## src/rtl/sgpr_rfa_pkg.sv

```systemverilog
// Shared types and constants for the SGPR read-port arbiter (FU ordering, vector/id types).
// Latency: n/a (declarations only).
// Backpressure: n/a; starvation sizing is consumed only when SGPR_RFA_STARVE_EN is defined.
package sgpr_rfa_pkg;

    localparam int NUM_FU       = 16;
    localparam int PTR_W        = 4;
    localparam int STARVE_LIMIT = 8;
    localparam int STARVE_W     = $clog2(STARVE_LIMIT + 1);

    typedef logic [NUM_FU-1:0]   fu_vec_t;
    typedef logic [PTR_W-1:0]    fu_id_t;
    typedef logic [STARVE_W-1:0] starve_cnt_t;

    // Bit positions in fu_req / rfa_select_fu; indices 10..15 are reserved.
    localparam fu_id_t FU_SIMD0 = 4'd0;
    localparam fu_id_t FU_SIMD1 = 4'd1;
    localparam fu_id_t FU_SIMD2 = 4'd2;
    localparam fu_id_t FU_SIMD3 = 4'd3;
    localparam fu_id_t FU_SIMF0 = 4'd4;
    localparam fu_id_t FU_SIMF1 = 4'd5;
    localparam fu_id_t FU_SIMF2 = 4'd6;
    localparam fu_id_t FU_SIMF3 = 4'd7;
    localparam fu_id_t FU_LSU   = 4'd8;
    localparam fu_id_t FU_SALU  = 4'd9;

endpackage

```

## src/rtl/sgpr_rfa_arb_if.sv

```systemverilog
// Request/grant bundle between the functional units and the SGPR read-port arbiter.
// Latency: wires only.
// Backpressure: port_stall travels with the requests; grants come back registered.
interface sgpr_rfa_arb_if;
    import sgpr_rfa_pkg::*;

    fu_vec_t fu_req;
    logic    port_stall;
    fu_vec_t rfa_select_fu;
    logic    grant_valid;
    fu_id_t  grant_id;

    // Requester side: raises requests and the stall, observes grants.
    modport master (
        output fu_req, port_stall,
        input  rfa_select_fu, grant_valid, grant_id
    );

    // Arbiter side.
    modport slave (
        input  fu_req, port_stall,
        output rfa_select_fu, grant_valid, grant_id
    );

endinterface

```

## src/rtl/sgpr_rfa_rr_pick.sv

```systemverilog
// Rotate-priority encoder: first set bit of elig scanning upward from ptr, wrapping 15 -> 0.
// Latency: purely combinational.
// Backpressure: none; win_vld low when elig is empty.
module sgpr_rfa_rr_pick
    import sgpr_rfa_pkg::*;
(
    input  fu_vec_t elig,
    input  fu_id_t  ptr,
    output fu_vec_t win_oh,
    output fu_id_t  win_id,
    output logic    win_vld
);

    fu_id_t cand;

    // Walk the 16 positions starting at ptr; 4-bit addition gives the wrap for free.
    always_comb begin
        win_oh  = '0;
        win_id  = '0;
        win_vld = 1'b0;
        cand    = '0;
        for (int k = 0; k < NUM_FU; k++) begin
            cand = ptr + fu_id_t'(k);
            if (!win_vld && elig[cand]) begin
                win_vld = 1'b1;
                win_id  = cand;
            end
        end
        win_oh[win_id] = win_vld;
    end

endmodule

```

## src/rtl/sgpr_rfa_arb.sv

```systemverilog
// SGPR read-port arbiter: round-robin one-hot grant over 16 FUs (optional starvation escalation, macro SGPR_RFA_STARVE_EN).
// Latency: request sampled at edge N is granted in the cycle after edge N; grants are registered.
// Backpressure: port_stall suppresses the next grant and freezes the pointer (and wait counters).
module sgpr_rfa_arb
    import sgpr_rfa_pkg::*;
(
    input  logic           clk,
    input  logic           rst_n,
    sgpr_rfa_arb_if.slave  rfa
);

    fu_vec_t sel_q, sel_d;
    fu_id_t  ptr_q, ptr_d;
    fu_id_t  gid_q, gid_d;
    logic    gvld_q, gvld_d;

    fu_vec_t elig;
    fu_vec_t rr_oh;
    fu_id_t  rr_id;
    logic    rr_vld;
    fu_vec_t win_oh;
    fu_id_t  win_id;
    logic    win_vld;

    // The FU holding the port this cycle sits out the next arbitration.
    assign elig = rfa.fu_req & ~sel_q;

    sgpr_rfa_rr_pick u_pick (
        .elig    (elig),
        .ptr     (ptr_q),
        .win_oh  (rr_oh),
        .win_id  (rr_id),
        .win_vld (rr_vld)
    );

`ifdef SGPR_RFA_STARVE_EN
    starve_cnt_t cnt_q [NUM_FU];
    starve_cnt_t cnt_d [NUM_FU];

    // Lowest-index eligible FU whose wait count hit the limit overrides round-robin.
    always_comb begin
        win_oh  = rr_oh;
        win_id  = rr_id;
        win_vld = rr_vld;
        for (int i = NUM_FU - 1; i >= 0; i--) begin
            if (elig[i] && (cnt_q[i] >= starve_cnt_t'(STARVE_LIMIT))) begin
                win_oh    = '0;
                win_oh[i] = 1'b1;
                win_id    = fu_id_t'(i);
                win_vld   = 1'b1;
            end
        end
    end

    // Wait counters: frozen under stall, cleared on grant or idle, else count up and saturate.
    always_comb begin
        cnt_d = cnt_q;
        if (!rfa.port_stall) begin
            for (int i = 0; i < NUM_FU; i++) begin
                if (!rfa.fu_req[i] || (win_vld && win_oh[i])) begin
                    cnt_d[i] = '0;
                end else if (cnt_q[i] < starve_cnt_t'(STARVE_LIMIT)) begin
                    cnt_d[i] = cnt_q[i] + starve_cnt_t'(1);
                end
            end
        end
    end

    // Wait counter registers.
    always_ff @(posedge clk or negedge rst_n) begin
        if (!rst_n) begin
            for (int i = 0; i < NUM_FU; i++) begin
                cnt_q[i] <= '0;
            end
        end else begin
            cnt_q <= cnt_d;
        end
    end
`else
    assign win_oh  = rr_oh;
    assign win_id  = rr_id;
    assign win_vld = rr_vld;
`endif

    // Next grant and pointer; a stall or empty eligible set yields no grant and a held pointer.
    always_comb begin
        sel_d  = '0;
        gid_d  = '0;
        gvld_d = 1'b0;
        ptr_d  = ptr_q;
        if (!rfa.port_stall && win_vld) begin
            sel_d  = win_oh;
            gid_d  = win_id;
            gvld_d = 1'b1;
            ptr_d  = win_id + fu_id_t'(1);
        end
    end

    // Grant and pointer registers.
    always_ff @(posedge clk or negedge rst_n) begin
        if (!rst_n) begin
            sel_q  <= '0;
            ptr_q  <= '0;
            gid_q  <= '0;
            gvld_q <= 1'b0;
        end else begin
            sel_q  <= sel_d;
            ptr_q  <= ptr_d;
            gid_q  <= gid_d;
            gvld_q <= gvld_d;
        end
    end

    assign rfa.rfa_select_fu = sel_q;
    assign rfa.grant_valid   = gvld_q;
    assign rfa.grant_id      = gid_q;

endmodule

```

## src/flat_wrapper.sv

```systemverilog
// flat-port wrapper written by rule: the top's interface ports become plain ports
module sgpr_rfa_arb_flat import sgpr_rfa_pkg::*;
  (clk, rst_n, rfa_fu_req, rfa_port_stall, rfa_rfa_select_fu, rfa_grant_valid, rfa_grant_id);
  sgpr_rfa_arb_if rfa_i ();
  input  logic clk;
  input  logic rst_n;
  input wire logic [$bits(rfa_i.fu_req)-1:0] rfa_fu_req;
  input wire logic [$bits(rfa_i.port_stall)-1:0] rfa_port_stall;
  output wire logic [$bits(rfa_i.rfa_select_fu)-1:0] rfa_rfa_select_fu;
  output wire logic [$bits(rfa_i.grant_valid)-1:0] rfa_grant_valid;
  output wire logic [$bits(rfa_i.grant_id)-1:0] rfa_grant_id;
  assign rfa_i.fu_req = rfa_fu_req;
  assign rfa_i.port_stall = rfa_port_stall;
  assign rfa_rfa_select_fu = rfa_i.rfa_select_fu;
  assign rfa_grant_valid = rfa_i.grant_valid;
  assign rfa_grant_id = rfa_i.grant_id;
  sgpr_rfa_arb u_core (.clk(clk), .rst_n(rst_n), .rfa(rfa_i));
endmodule
```

## config.mk

```make
export PLATFORM = sky130hd
export DESIGN_NAME = sgpr_rfa_arb_flat
export DESIGN_NICKNAME = d
export VERILOG_FILES = /design/src/rtl/sgpr_rfa_pkg.sv /design/src/rtl/sgpr_rfa_arb_if.sv /design/src/rtl/sgpr_rfa_rr_pick.sv /design/src/rtl/sgpr_rfa_arb.sv /design/src/flat_wrapper.sv
export SDC_FILE = /design/constraint.sdc
export NUM_CORES = 1
export LEC_CHECK = 0
export ABC_CLOCK_PERIOD_IN_PS = 6900
export CAP_MARGIN = 40
export CORE_AREA = 2 2 113 115
export CTS_BUF_LIST = sky130_fd_sc_hd__clkbuf_4
export CTS_CLUSTER_DIAMETER = 150
export CTS_CLUSTER_SIZE = 20
export DETAILED_ROUTE_END_ITERATION = 8
export DIE_AREA = 0 0 115 117
export PLACE_DENSITY = 0.49
export SYNTH_ARGS = -nofsm -noshare
export SYNTH_HDL_FRONTEND = slang
export SYNTH_SLANG_ARGS = --single-unit
```

## constraint.sdc

```tcl
create_clock -name clk -period 6.9 [get_ports clk]
set_clock_uncertainty 0.2 [all_clocks]
set_input_delay 1.38 -clock clk [delete_from_list [all_inputs] [get_ports clk]]
set_output_delay 1.38 -clock clk [all_outputs]
set_load 0.01 [all_outputs]
```

**Word level (Yosys, flattened, before mapping)**

Cells that the tools add are included.

- Add/subtract/negate cells: 16
- $mul: 0
- Div/mod/pow operators: 0
- Order comparisons: 18
- Equality and inequality tests: 0
- Shift operators: 0
- Multiplexer cells: 69
- Bitwise logic cells: 3
- Reduce and logical (&&, ||, !) cells: 33

Operator list:

| operator | count |
|---|---|
| $lt A4 B5 Y1 const B | 17 |
| $mux W4 | 17 |
| $bmux W1 S4 | 16 |
| $mux W1 | 34 |
| $add A4 B4 Y4 const B | 8 |
| $and A16 B16 Y16 | 2 |
| $logic_and A1 B1 Y1 | 17 |
| $add A4 B3 Y4 const B | 4 |
| $logic_not A1 Y1 | 16 |
| $mux W16 | 1 |
| $not A16 Y16 | 1 |
| $add A4 B1 Y4 const B | 2 |
| $add A4 B2 Y4 const B | 2 |
| $demux W1 S4 | 1 |
| $ge A4 B1 Y1 const B | 1 |

- Register bits: 25
- Latch bits: 0
- Bits in writable memories: 0
- Memory bits (read-only): 0
- Bits of input ports: 19
- Output and inout bits: 21
- Word-level logic and storage cells: 143
- Memories: 0

**Longest topological paths before layout**

Gate-level depths: netlist of the first run.

- Depth in word-level cells: 56
- Depth in mapped cells: 20
- Mapped depth without buffers: 15

**Hierarchy**

From an unflattened synthesis of the first run, not the netlist that was laid out.

- Cells, all modules: 400
- Area total of the unflattened synthesis: 3977.6 um^2

Modules (own cells, without submodules):

| module | times used | cells each | area an instance (um^2) | sequential area each (um^2) |
|---|---|---|---|---|
| sgpr_rfa_rr_pick | 1 | 324 | 2964.1 | 0.0 |
| sgpr_rfa_arb | 1 | 76 | 1013.5 | 625.6 |

**Worst setup path before layout of the first run**

No wires, ideal clock.

- Kind: input port to flip-flop
- Start point: input rfa_fu_req[1]
- End point: register u_core.sel_q[2] (netlist: u_core.rfa.rfa_select_fu[2])
- Library setup time: 72 ps
- Arrival time: 4334 ps
- Data required time: 6628 ps
- Setup slack: 2294 ps
- Cell stages on the path: 11
- Path buffers: 1
- Path through: nor2b_1 mux4_2 mux4_2 or4_1 buf_2 or3_1 o2111ai_2 o41ai_2 or2_1 or2_1 nor2_1

- Longest elaborated chain between the ends: 55
- Elaborated cells on any way between the ends: 103
- Classes of those cells: order compare (2); mux (67); bitwise (2); reduce/logical (32)

Ends and longest elaborated chain:

| element | RTL line | RTL |
|---|---|---|
| start: declaration | flat_wrapper.sv:7 | `input wire logic [$bits(rfa_i.fu_req)-1:0] rfa_fu_req;` |
| $and A16 B16 Y16 (*) | sgpr_rfa_arb.sv:26 | `assign elig = rfa.fu_req & ~sel_q;` |
| $bmux W1 S4 | sgpr_rfa_rr_pick.sv:24 | `if (!win_vld && elig[cand]) begin` |
| $mux W1 (not written as such) | sgpr_rfa_rr_pick.sv:24 |  |
| $mux W1 | sgpr_rfa_rr_pick.sv:24 |  |
| $logic_not A1 Y1 | sgpr_rfa_rr_pick.sv:24 |  |
| $logic_and A1 B1 Y1 | sgpr_rfa_rr_pick.sv:24 |  |
| $mux W1 | sgpr_rfa_rr_pick.sv:24 |  |
| $logic_not A1 Y1 | sgpr_rfa_rr_pick.sv:24 |  |
| [40 not listed] | n/a |  |
| $mux W4 | sgpr_rfa_rr_pick.sv:24 |  |
| $lt A4 B5 Y1 (not written as such) or $ge A4 B1 Y1 (tied branches) | sgpr_rfa_rr_pick.sv:29 | `win_oh[win_id] = win_vld;` |
| $logic_and A1 B1 Y1 (not written as such) | sgpr_rfa_rr_pick.sv:29 |  |
| $mux W1 (not written as such) | sgpr_rfa_rr_pick.sv:29 |  |
| $demux W1 S4 | sgpr_rfa_rr_pick.sv:29 |  |
| $and A16 B16 Y16 (no line) | n/a |  |
| $mux W16 (*) | sgpr_rfa_arb.sv:91 | `if (!rfa.port_stall && win_vld) begin` |
| net u_core.sel_d[2] | sgpr_rfa_arb.sv:12 | `fu_vec_t sel_q, sel_d;` |
| end signal: assignment | sgpr_rfa_arb.sv:107 | `sel_q <= sel_d;` |
| end: declaration | sgpr_rfa_arb.sv:12 |  |

Mark *: on every way through the listed nets, which the timed path passes. The rest lies on a longest branch. The select of a mux whose other input is x is not followed.
A chain may end at the register's enable or synchronous reset.

**Worst setup path after layout of the first run**

- Start point: input rfa_fu_req[15]
- End point: register u_core.sel_q[9] (netlist: u_core.rfa.rfa_select_fu[9])

The elaborated chain is that of the path after synthesis.

==> results of run 1 <==
==> metal layers <==
| metal | GRT usage [%] | vias up | routed length (µm) |
|---|---|---|---|
| li1 | - | 1719 | - |
| met1 | 26.6 | 1801 | 5360 |
| met2 | 33.8 | 189 | 6100 |
| met3 | 1.70 | 34 | 1020 |
| met4 | 5.06 | 0 | 360 |
| met5 | 0 | - | 0 |
==> synth_stat cells, drive strengths merged (6+ instances only) <==
cell type  number  area [µm²]
o211ai          6        50.1
inv            13        48.8
buf            12        83.8
nor3b           8        60.1
nand2b         20         125
nor2           40         150
o21ai          13        65.1
or4            15         113
a21oi          17        88.8
nor4b           6        52.6
mux4           16         360
or2             6        37.5
nand3           6        30.0
nor4           23         150
clkbuf         12        45.0
dfrtp          25         626
xnor2          12         105
mux2i          18         180
ha              7        87.6
and3b           8        70.1
nor4bb          8        80.1
nor2b          18         113
nand2          25        93.8
==> worst max path at each step <==
stage                                               to  slack [ns]  cells past startpoint
after global routing      u_core.rfa.rfa_select_fu[15]        1.17                     12
after global placement     u_core.rfa.rfa_select_fu[9]        1.31                     14
after CTS                 u_core.rfa.rfa_select_fu[15]        1.54                     12
after detailed placement  u_core.rfa.rfa_select_fu[15]        1.24                     12
final                      u_core.rfa.rfa_select_fu[9]        1.41                     14
after floorplan            u_core.rfa.rfa_select_fu[2]        2.29                     11
==> state kept, by name, indices dropped and copies added, names as in the netlist <==
register / cells
u_core.rfa.rfa_select_fu: 16
u_core.ptr_q: 4
u_core.rfa.grant_id: 4
u_core.rfa.grant_valid: 1
==> stage by stage <==
| step | hold WS, ns | cell area (µm²) | std cells |
|---|---|---|---|
| 2_1_floorplan | 0.573 | 3570 | 426 |
| 6_report | 0.420 | 4140 | 605 |
| 4_1_cts | 0.422 | 4140 | 605 |
| 3_5_place_dp | 0.398 | 4110 | 601 |
| 3_3_place_gp | 0.448 | 4080 | 598 |
| 5_1_grt | 0.473 | 4140 | 605 |
==> kinds of logic after synthesis <==
group           synth area share, %
simple gates                   35.3
compound gates                 19.1
mux                            16.7
buf+inv                        4.97
flops                          17.5
xor+xnor                       3.92
fa+ha+maj                      2.45
==> layout make-up <==
cell class / instances / area (µm²)
Sequential cell: 25 / 626
Timing Repair Buffer: 49 / 473
Fill cell: 1320 / 8180
Inverter: 13 / 48.8
Clock buffer: 4 / 30.0
Tap cell: 150 / 188
Multi-Input combinational cell: 364 / 2770
==> worst max-delay path, stage by stage <==
cell             delay (ns)
clkdlybuf4s50_1        0.51
nor3b_1                0.59
nor4_1                 0.14
nor4_1                 0.75
mux2i_1                0.39
and3_1                 0.36
nand3_1                0.19
o221ai_1               0.19
a22oi_1                0.39
nand2_1                0.15
nand2_1                0.15
inv_2                  0.07
nand2_1                0.16
nor2_1                 0.07
==> impl_metrics.yaml, run 1 <==
layout:
  syn2layout_area_growth_pct: 15.7
  diodes: 0
  final_cell_mix: "nor2_1 (40), clkdlybuf4s50_1 (39), nand2_1 (25), dfrtp_1 (25), nor4_1 (22)"
  final_common_cell: "nor2_1"
  fin_nets: 482
  final_util_pct: 33.6
  drive_gt1_share_pct: 10.3
route:
  viasPerCell: 6.19
  drc_errors: 0
  routed-via-count: 3743
  drt_iter0_markers: 311
  drtPass1Iterations: 5
  ant_nets: 0
  drt-total-wl_um: 12800
  wire_per_inst_um: 21.2
critical_path:
  r2r_cells: 15
  worst-endpoint-arrival_ns: 5.51
  end_kind: "flop"
  worstPathMaxFanout: 6
  r2r_slack_ns: 1.81
  path_class: "input pin to flop"
  required_ns: 6.92
  r2r_end: "u_core.rfa.rfa_select_fu[9]"
  critical_path.startpoint: "rfa_fu_req[15]"
  worstReg2RegStart: "u_core.ptr_q[0]"
  worst_setup_path_start_kind: "input pin"
clocking:
  clk_transition_reported_paths_ns: 0.13
  cts_tree: "done"
  cts_buffer_depth: 2
  cts.sinks: 25
  cts_buffers: 3
  cts_resized: 0
  postCtsSetupRepairBufs: 0
  cts_hold_buffers: 0
  h-tree-depth: 1
  root_buffer: "clkbuf_4"
  clkLatencyLatePin_ns: 0.32
sta:
  rsz0062_at_grt: "false"
  finalCritPeriodShare_pct: 79.5
  finalMaxSlewViolations: 0
  fin_setup_tns_ns: 0
  relSlewSlack_pct: 44.0
  setup_viol: 0
  layout_setup_ws_ns: 1.41
  tightest_slew_ns: 0.832
  hold_viol: 0
  fin_crit_ns: 5.49
  fmax_mhz: 182
floorplan:
  rows: 41
  initial_utilization_pct: 29.0
  die_h_um: 117
  die_w_um: 115
  ios: 40
  die-area_um2: 13500
  core-area_um2: 12300
place:
  preCtsSetupSlack_ns: 1.24
  hpwl_um: 10200
  gp_congestion: 0.947
  port_buffers: 39
run_status:
  outcome: "finished clean"
synth:
  synthArstFlopShare_pct: 100
  synth.ff_latch_count: 25
  yosysSeqAreaShare_pct: 17.5
  syn_avg_cell_area_um2: 8.39
  synth_area_um2: 3570
  ys.flop_type: "dfrtp_1"
  synth_cell_type_count: 72
  synth_edf_count: 0
  netlist_instances: 426
  syn-num-nets: 452
  yosysWarnings: 0
grt:
  first_global_vias: 3646
  grt_use_total_pct: 19.6
  grt_pass1_wl_um: 20500
  grt_overflow: 0
  antenna_found_initial: 0
  grt_max_degree: 48
worst_hold_path:
  holdPathEnd: "u_core.ptr_q[0]"
  min_from: "u_core.ptr_q[0]"
  hp-class: "flop to flop"
  holdPathStages: 2
run:
  drv_cap: 0
Power of run 1 is left out: the tool's default activity adds up to more than one toggle a clock period on the data nets, which glitch-free logic cannot reach.
==> run 2: changes to the inputs <==
- ABC_CLOCK_PERIOD_IN_PS: 6900 -> 4600
- PLACE_DENSITY: 0.49 -> 0.51
- clock period: 6.9 -> 4.6 ns (I/O delays scaled with it)
==> run 2 against run 1 <==
Effect of this change: final cell count rose by 17%; die area did not move; utilization rose by 6.8 points; wire length rose by 5.3%; sequential share of layout area fell by 2.6 points; sequential cell count did not move; first-iteration DRC count rose by 5.1%.
==> impl_metrics.yaml, run 2 (same netlist as run 1, synthesis figures left out) <==
layout:
  final_cell_mix: "buf_4 (111), nor2_1 (40), clkdlybuf4s50_1 (39)"
  fin_nets: 585
  largest_register_ffs: 16
  syn2layout_area_growth_pct: 39.2
  final_common_cell: "buf_4"
  diodes: 0
  nFillCells: 1257
  drive_gt1_share_pct: 28.3
clocking:
  root_buffer: "clkbuf_4"
  clkLatencyLatePin_ns: 0.32
  h-tree-depth: 1
  cts_tree: "done"
  cts_buffers: 3
  clk_transition_reported_paths_ns: 0.13
  cts.sinks: 25
  cts_buffer_depth: 2
  cts_hold_buffers: 0
sta:
  hold_viol: 0
  setup_viol: 0
  finalMaxSlewViolations: 0
  fin_crit_ns: 4.51
  layout_setup_ws_ns: 0.0942
  relSlewSlack_pct: 48.2
  fin_setup_tns_ns: 0
  fmax_mhz: 222
  tightest_slew_ns: 0.771
  finalCritPeriodShare_pct: 98.0
critical_path:
  crit_family: "simple AND/OR/NAND/NOR gates"
  path_class: "input pin to flop"
  critical-path-max-stage-delay_ns: 0.60
  crit_chain: "clkdlybuf4s50_1 -> and4b_1 -> or4_1 -> mux4_2 -> a21oi_2 -> and3_1 -> nand3_1 -> or3_1 -> a31oi_1 -> buf_4 -> nand3b_1 -> nand4_1"
  crit_slowest_cell: "or4_1"
  path_buf_inv: 2
  worst-endpoint-arrival_ns: 4.51
  worstPathMaxFanout: 11
  worst_setup_path_start_kind: "input pin"
  required_ns: 4.60
  end_kind: "flop"
grt:
  grt_max_degree: 48
  grt_use_total_pct: 20.4
  grt_overflow: 0
  antenna_found_initial: 0
  first_global_vias: 4082
  grt_pass1_wl_um: 21400
floorplan:
  die-area_um2: 13500
  core-area_um2: 12300
  initial_utilization_pct: 29.0
  ios: 40
  die_w_um: 115
  die_h_um: 117
  rows: 41
route:
  drt_iter0_markers: 327
  drtPass1Iterations: 5
  viasPerCell: 5.74
  drc_errors: 0
  wire_per_inst_um: 19.1
  drt-total-wl_um: 13500
  ant_nets: 0
  routed-via-count: 4067
place:
  port_buffers: 39
  gp_congestion: 0.940
  preCtsSetupSlack_ns: -0.287
  hpwl_um: 11100
run:
  drv_cap: 0
worst_hold_path:
  hp-class: "flop to flop"
run_status:
  outcome: "finished clean"
run 2: metal layers:
layer  wire length (µm)  up-vias  global-route usage (%)
li1                   -     1925                       -
met1               6160     1988                    27.4
met2               6530      135                    35.5
met3                614       19                    1.85
met4                208        0                    5.30
met5                  0        -                       0
run 2: tightest hold or removal path: stages (launching register included):
cell and delay, ns:
dfrtp_1 0.43, inv_1 0.10, o21ai_0 0.09
run 2: layout make-up:
class	instances	area (µm²)	area share (%)
Tap cell	150	188	3.77
Inverter	13	48.8	0.981
Clock inverter	1	5.00	0.101
Sequential cell	25	626	12.6
Multi-Input combinational cell	364	2830	56.8
Clock buffer	3	22.5	0.453
Timing Repair Buffer	152	1260	25.3
run 2: per-stage QoR:
step / std cells / utilization [%] / instance area (µm²) / hold WS, ns
floorplan: 426 / - / 3570 / 0.424
global placement: 702 / 39.6 / 4870 / 0.415
detailed placement: 703 / 39.7 / 4880 / 0.422
CTS: 707 / 39.9 / 4910 / 0.448
global route: 708 / 40.4 / 4980 / 0.481
finish: 708 / 40.4 / 4980 / 0.444
run 2: path summary, 6_finish.rpt:
kind / start / endpoint / slack [ns] / cells past startpoint
min in group asynchronous: rst_n / u_core.rfa.grant_id[2] / 0.71 / 1
max in group asynchronous: rst_n / u_core.rfa.rfa_select_fu[8] / 3.02 / 2
worst min register to register: u_core.ptr_q[0] / u_core.ptr_q[0] / 0.44 / 2
worst min-delay path: u_core.ptr_q[0] / u_core.ptr_q[0] / 0.44 / 2
worst max register to register: u_core.ptr_q[2] / u_core.rfa.rfa_select_fu[2] / 0.26 / 12
worst max-delay path: rfa_fu_req[9] / u_core.ptr_q[3] / 0.09 / 12
run 2: timing repair:
| action | in CTS | in global routing |
|---|---|---|
| endpoints found under the setup margin | 0 | 17 |
| resized for setup | 0 | 10 |
| setup buffers | 0 | 1 |
Power of run 2 is left out for the same reason.
